[src/rtl/grideye_pkg.sv]
// grideye_pkg: shared widths, FSM states and byte-pair decode for the Grid-EYE pixel assembler.
package grideye_pkg;
    localparam int PIXEL_W    = 12;
    localparam int NUM_PIXELS = 64;
    localparam int IDX_W      = 6;
    localparam logic signed [PIXEL_W-1:0] HOT_THRESH = 12'sd148;

    typedef enum logic [1:0] {IDLE, LO, HI, DONE} state_e;

    // Upper nibble of the high register byte carries no pixel data.
    function automatic logic signed [PIXEL_W-1:0] pixel_from_bytes(input logic [7:0] lo, input logic [7:0] hi);
        return $signed({hi[3:0], lo});
    endfunction
endpackage

[src/rtl/grideye_frame_ram.sv]
// grideye_frame_ram: 64x12 frame store, one write port and one registered read port (read-before-write).
module grideye_frame_ram
    import grideye_pkg::*;
(
    input  logic               clk_i,
    input  logic               rst_ni,
    input  logic               we_i,
    input  logic [IDX_W-1:0]   waddr_i,
    input  logic [PIXEL_W-1:0] wdata_i,
    input  logic [IDX_W-1:0]   raddr_i,
    output logic [PIXEL_W-1:0] rdata_o
);
    logic [PIXEL_W-1:0] mem [NUM_PIXELS];
    logic [PIXEL_W-1:0] rdata_q;

    always_ff @(posedge clk_i) begin
        if (we_i) mem[waddr_i] <= wdata_i;
    end

    always_ff @(posedge clk_i or negedge rst_ni) begin
        if (!rst_ni) rdata_q <= '0;
        else         rdata_q <= mem[raddr_i];
    end

    assign rdata_o = rdata_q;
endmodule

[src/rtl/grideye_pixel_assembler.sv]
// grideye_pixel_assembler: pairs raw AMG8833 bytes into 12-bit pixels, stores a frame and tracks max/min.
// Optional GRIDEYE_HOT_COUNT_EN adds hot_count (pixels above HOT_THRESH in the last frame).
module grideye_pixel_assembler
    import grideye_pkg::*;
(
    input  logic                      FAB_CLK,
    input  logic                      M2F_RESET_N,
    input  logic                      frame_start,
    input  logic                      byte_valid,
    input  logic [7:0]                byte_data,
    output logic                      byte_ready,
    output logic                      frame_done,
    output logic                      frame_abort,
    output logic                      frame_valid,
    output logic signed [PIXEL_W-1:0] max_val,
    output logic signed [PIXEL_W-1:0] min_val,
    output logic [IDX_W-1:0]          max_idx,
    input  logic [IDX_W-1:0]          rd_addr,
    output logic [PIXEL_W-1:0]        rd_data
`ifdef GRIDEYE_HOT_COUNT_EN
    ,
    output logic [6:0]                hot_count
`endif
);
    state_e                    state_q;
    logic [IDX_W-1:0]          idx_q;
    logic [7:0]                lo_q;
    logic signed [PIXEL_W-1:0] run_max_q, run_max_d, run_min_q, run_min_d, pix;
    logic [IDX_W-1:0]          run_idx_q, run_idx_d;
    logic signed [PIXEL_W-1:0] max_q, min_q;
    logic [IDX_W-1:0]          max_idx_q;
    logic                      done_q, abort_q, valid_q;
    logic                      accept, wr_en, first, last, new_max;

    assign byte_ready = state_q != DONE;
    // frame_start outranks a simultaneous byte, so the byte is dropped
    assign accept     = byte_valid && byte_ready && !frame_start;
    assign wr_en      = accept && state_q == HI;
    assign pix        = pixel_from_bytes(lo_q, byte_data);
    assign first      = idx_q == '0;
    assign last       = idx_q == IDX_W'(NUM_PIXELS - 1);
    assign new_max    = first || pix > run_max_q;
    assign run_max_d  = new_max ? pix : run_max_q;
    assign run_idx_d  = new_max ? idx_q : run_idx_q;
    assign run_min_d  = (first || pix < run_min_q) ? pix : run_min_q;

    always_ff @(posedge FAB_CLK or negedge M2F_RESET_N) begin
        if (!M2F_RESET_N) begin
            state_q   <= IDLE;
            idx_q     <= '0;
            lo_q      <= '0;
            run_max_q <= '0;
            run_min_q <= '0;
            run_idx_q <= '0;
            max_q     <= '0;
            min_q     <= '0;
            max_idx_q <= '0;
            done_q    <= 1'b0;
            abort_q   <= 1'b0;
            valid_q   <= 1'b0;
        end else begin
            done_q  <= 1'b0;
            abort_q <= 1'b0;
            case (state_q)
                IDLE: if (frame_start) begin
                    state_q <= LO;
                    idx_q   <= '0;
                    valid_q <= 1'b0;
                end
                LO, HI: if (frame_start) begin
                    abort_q <= 1'b1;
                    idx_q   <= '0;
                    state_q <= LO;
                end else if (accept && state_q == LO) begin
                    lo_q    <= byte_data;
                    state_q <= HI;
                end else if (accept) begin
                    run_max_q <= run_max_d;
                    run_min_q <= run_min_d;
                    run_idx_q <= run_idx_d;
                    if (last) begin
                        state_q   <= DONE;
                        done_q    <= 1'b1;
                        valid_q   <= 1'b1;
                        max_q     <= run_max_d;
                        min_q     <= run_min_d;
                        max_idx_q <= run_idx_d;
                    end else begin
                        idx_q   <= idx_q + 1'b1;
                        state_q <= LO;
                    end
                end
                DONE: state_q <= IDLE;
                default: state_q <= IDLE;
            endcase
        end
    end

`ifdef GRIDEYE_HOT_COUNT_EN
    logic [6:0] run_hot_q, run_hot_d, hot_q;
    assign run_hot_d = run_hot_q + 7'(pix > HOT_THRESH);

    always_ff @(posedge FAB_CLK or negedge M2F_RESET_N) begin
        if (!M2F_RESET_N) begin
            run_hot_q <= '0;
            hot_q     <= '0;
        end else if (frame_start && state_q != DONE) begin
            run_hot_q <= '0;
        end else if (wr_en) begin
            run_hot_q <= run_hot_d;
            if (last) hot_q <= run_hot_d;
        end
    end

    assign hot_count = hot_q;
`endif

    grideye_frame_ram u_ram (
        .clk_i   (FAB_CLK),
        .rst_ni  (M2F_RESET_N),
        .we_i    (wr_en),
        .waddr_i (idx_q),
        .wdata_i (pix),
        .raddr_i (rd_addr),
        .rdata_o (rd_data)
    );

    assign frame_done  = done_q;
    assign frame_abort = abort_q;
    assign frame_valid = valid_q;
    assign max_val     = max_q;
    assign min_val     = min_q;
    assign max_idx     = max_idx_q;
endmodule

[config.mk]
export PLATFORM = sky130hd
export DESIGN_NAME = grideye_pixel_assembler
export DESIGN_NICKNAME = d
export VERILOG_FILES = /design/src/rtl/grideye_pkg.sv /design/src/rtl/grideye_frame_ram.sv /design/src/rtl/grideye_pixel_assembler.sv
export SDC_FILE = /design/constraint.sdc
export NUM_CORES = 1
export LEC_CHECK = 0
export ABC_AREA = 1
export CAP_MARGIN = 30
export CORE_MARGIN = 2
export CORE_UTILIZATION = 50
export CTS_BUF_LIST = sky130_fd_sc_hd__clkbuf_16
export CTS_CLUSTER_SIZE = 12
export DETAILED_ROUTE_END_ITERATION = 8
export PLACE_DENSITY = 0.65
export SLEW_MARGIN = 5
export SYNTH_ARGS = -nofsm -noshare
export SYNTH_HDL_FRONTEND = slang
export SYNTH_HIERARCHICAL = 1
export SYNTH_SLANG_ARGS = --single-unit
[constraint.sdc]
create_clock -name FAB_CLK -period 3.7 [get_ports FAB_CLK]
set_input_delay 0.74 -clock FAB_CLK [delete_from_list [all_inputs] [get_ports FAB_CLK]]
set_output_delay 0.74 -clock FAB_CLK [all_outputs]
set_load 0.01 [all_outputs]
==> flow_summary_export.csv <==
group,metric,value,unit
floorplan,die-area,0.0745,mm^2
grt,overflow,0,
sta,setup_viol,0,
pwr,power-per-cell-area,584,mW/mm^2
sta,fin_crit,2.83,ns
worst_setup_path,crit_type,"flip-flop to flip-flop",
synth,ys_seq_area_frac,0.700,
final_layout,final_util,0.564,
final_layout,fin_area,0.0404,mm^2
routing,vias,24813,
placement,placedInstanceArea,0.0378,mm^2
floorplan,start_util,0.505,
final_layout,drive_gt1_frac,0.0793,
worst_hold_path,hp-class,"primary input to asynchronous set/reset pin",
worst_setup_path,cp.buffers_inverters,1,
job,maxCapViolations,0,
sta,slew_headroom,0.354,
floorplan,die_w,273,um
worst_setup_path,cp.arrival,3.32,ns
final_layout,nNetsFinal,3387,
synth,synth_nets,3306,
clock_tree,cts_hold_buf,0,
clock_tree,cts_sinks,859,
synth,synth_cell_types,31,
outcome,status,"finished clean",
routing,routed_wl,94.7,mm
placement,gp_congestion,0.936,
synth,yosysWarnings,6,
placement,place_ws,0.614,ns
clock_tree,cts_tree,"yes",
routing,avgViaCountPerCell,5.70,
worst_setup_path,crit_required,4.20,ns
worst_setup_path,slowest_delay,0.69,ns
synth,ys_seq_elements,859,
floorplan,pin_count,64,
placement,port_buffers,63,
clock_tree,insertion_delay,0.62,ns
worst_setup_path,path_cells,"ha_1, nand2_1, inv_1, nand2_1, nand2_1, a21oi_1, nand3_1, nand2_1, nand2_1, nand2_1, nand2_1, nand2_1, nand2_1",
routing,drtIter0Drc,2978,
worst_setup_path,path_common_cell,"nand2_1",
synth,synth.largest_area_cell,"edfxtp_1",
pwr,leakage,15.6,nW
routing,drc,0,
routing,wl_per_cell,21.8,um
clock_tree,postCtsResizedCells,0,
worst_setup_path,cp_slowest_cell,"dfrtp_2",
worst_setup_path,cp_top_family,"simple AND/OR/NAND/NOR gates",
final_layout,final_cell_mix,"nand2_1 (1203), edfxtp_1 (768), nand3_1 (728)",
sta,fin_setup_tns,0,ns
synth,synth.top_cell.area_share,0.637,
worst_setup_path,critical_path.startpoint_type,"flip-flop",
sta,period_share,0.764,
sta,tightestPinTransition,0.969,ns
clock_tree,cts_max_path_buffers,3,
clock_tree,postCtsSetupBuffers,0,
routing,drt_first_pass_iters,6,
synth,syn-cell-area,0.0362,mm^2
grt,antenna_found_initial,1,
sta,clock_skew,0.0281,ns
final_layout,diodes,0,
sta,final_hold_viol_count,0,
final_layout,syn_to_final_growth,11.6,%
clock_tree,numCtsBuffers,87,
pwr,ir_worst_vdd,451,uV
synth,synthTopCellsByArea,"edfxtp_1 (64%), nand2_1 (12%), nand3_1 (10%)",
floorplan,die_h,273,um
sta,drv_slew,0,
grt,grt_pass1_wl,144,mm
sta,rsz0062_at_grt,"no",
clock_tree,htreeDepth,3,
grt,grt_pass1_vias,23912,
floorplan,coreArea,0.0716,mm^2
worst_setup_path,crit_fanout,20,
clock_tree,root_buffer,"clkbuf_16",
placement,hpwl,57.1,mm
worst_setup_path,timing.critical_path.to_type,"flip-flop",
grt,grt_start_max_net_pins,122,
synth,syn_avg_cell_area,11.1,um^2
sta,max_freq,354,MHz
synth,synth_cells,3259,
sta,worst_slack,0.875,ns
final_layout,final_common_cell,"nand2_1",
clock_tree,cts.clk_slew.worst_paths,0.06,ns
floorplan,placementRows,98,
routing,ant_nets,0,
grt,grt_use_total,0.255,
-- cells in the mapped netlist (all sizes together) --
cell / number
nor3: 10
dfrtp: 91
inv: 100
nor2: 85
clkinv: 1
o21ai: 14
nand3: 730
a21o: 1
o22ai: 2
nand3b: 1
ha: 29
edfxtp: 768
nand2: 1219
a21oi: 16
nand4: 6
o211ai: 1
clkbuf: 26
buf: 159
-- worst reg2reg max path: stages, from the launching register on --
cell and delay [ns]:
dfrtp_2 0.69, ha_1 0.34, nand2_1 0.08, inv_1 0.05, nand2_1 0.07, nand2_1 0.06
a21oi_1 0.17, nand3_1 0.10, nand2_1 0.35, nand2_1 0.42, nand2_1 0.17, nand2_1 0.08
nand2_1 0.07, nand2_1 0.05
-- flip-flops by register name, indices dropped and copies added, names as in the netlist, 8 cells and up --
signal	flops
min_val	12
u_ram/rdata_o	12
run_min_q	12
lo_q	8
run_max_q	12
max_val	12
u_ram/mem	768
-- per-stage QoR --
step / power (mW) / hold slack (ns) / instances
final: 23.6 / 0.129 / 4353
after floorplan: 14.2 / 0.444 / 3259
after global routing: 24.5 / 0.158 / 4353
after CTS: 23.7 / 0.122 / 4353
after global placement: 15.6 / 0.462 / 4201
after detailed placement: 15.7 / 0.464 / 4201
-- final timing paths --
check / slack, ns / startpoint / cells past startpoint / to
setup / recovery: 0.87 / lo_q[7] / 13 / min_val[6]
hold / removal: 0.13 / M2F_RESET_N / 1 / run_max_q[9]
setup reg to reg: 0.87 / lo_q[7] / 13 / min_val[6]
hold reg to reg: 0.48 / run_max_q[11] / 2 / run_max_q[11]
max in group asynchronous: 2.71 / M2F_RESET_N / 2 / run_min_q[6]
min in group FAB_CLK: 0.48 / run_max_q[11] / 2 / run_max_q[11]
-- layout make-up --
class | count | area (um^2)
well taps | 950 | 1190
repair buffers | 177 | 1580
clock buffers | 91 | 2280
multi-input cells | 2114 | 9280
fillers | 6016 | 31200
inverters | 101 | 397
flip-flops and latches | 859 | 25300
clock inverters | 61 | 309
-- layer usage --
layer	GRT usage	vias to the layer above	routed length (um)
met4	0.110	0	3830
met1	0.361	12002	39000
met5	0	-	0
met2	0.398	1257	43900
met3	0.0353	196	7930
li1	-	11358	-
-- kinds of logic after synthesis --
logic type | synth area share
AND/OR/NAND/NOR | 0.242
flip-flops | 0.700
adder cells (fa/ha/maj) | 0.0100
buffers and inverters | 0.0430
AO/OA/AOI/OAI | 0.00491
-- report_power, final --
part	switching [mW]	leakage [nW]	internal (mW)
sequential	0.298	8.08	11.6
clock	3.52	1.41	4.54
combinational	2.83	6.16	0.838
total	6.64	15.6	16.9
(Power assumes the default switching activity.)
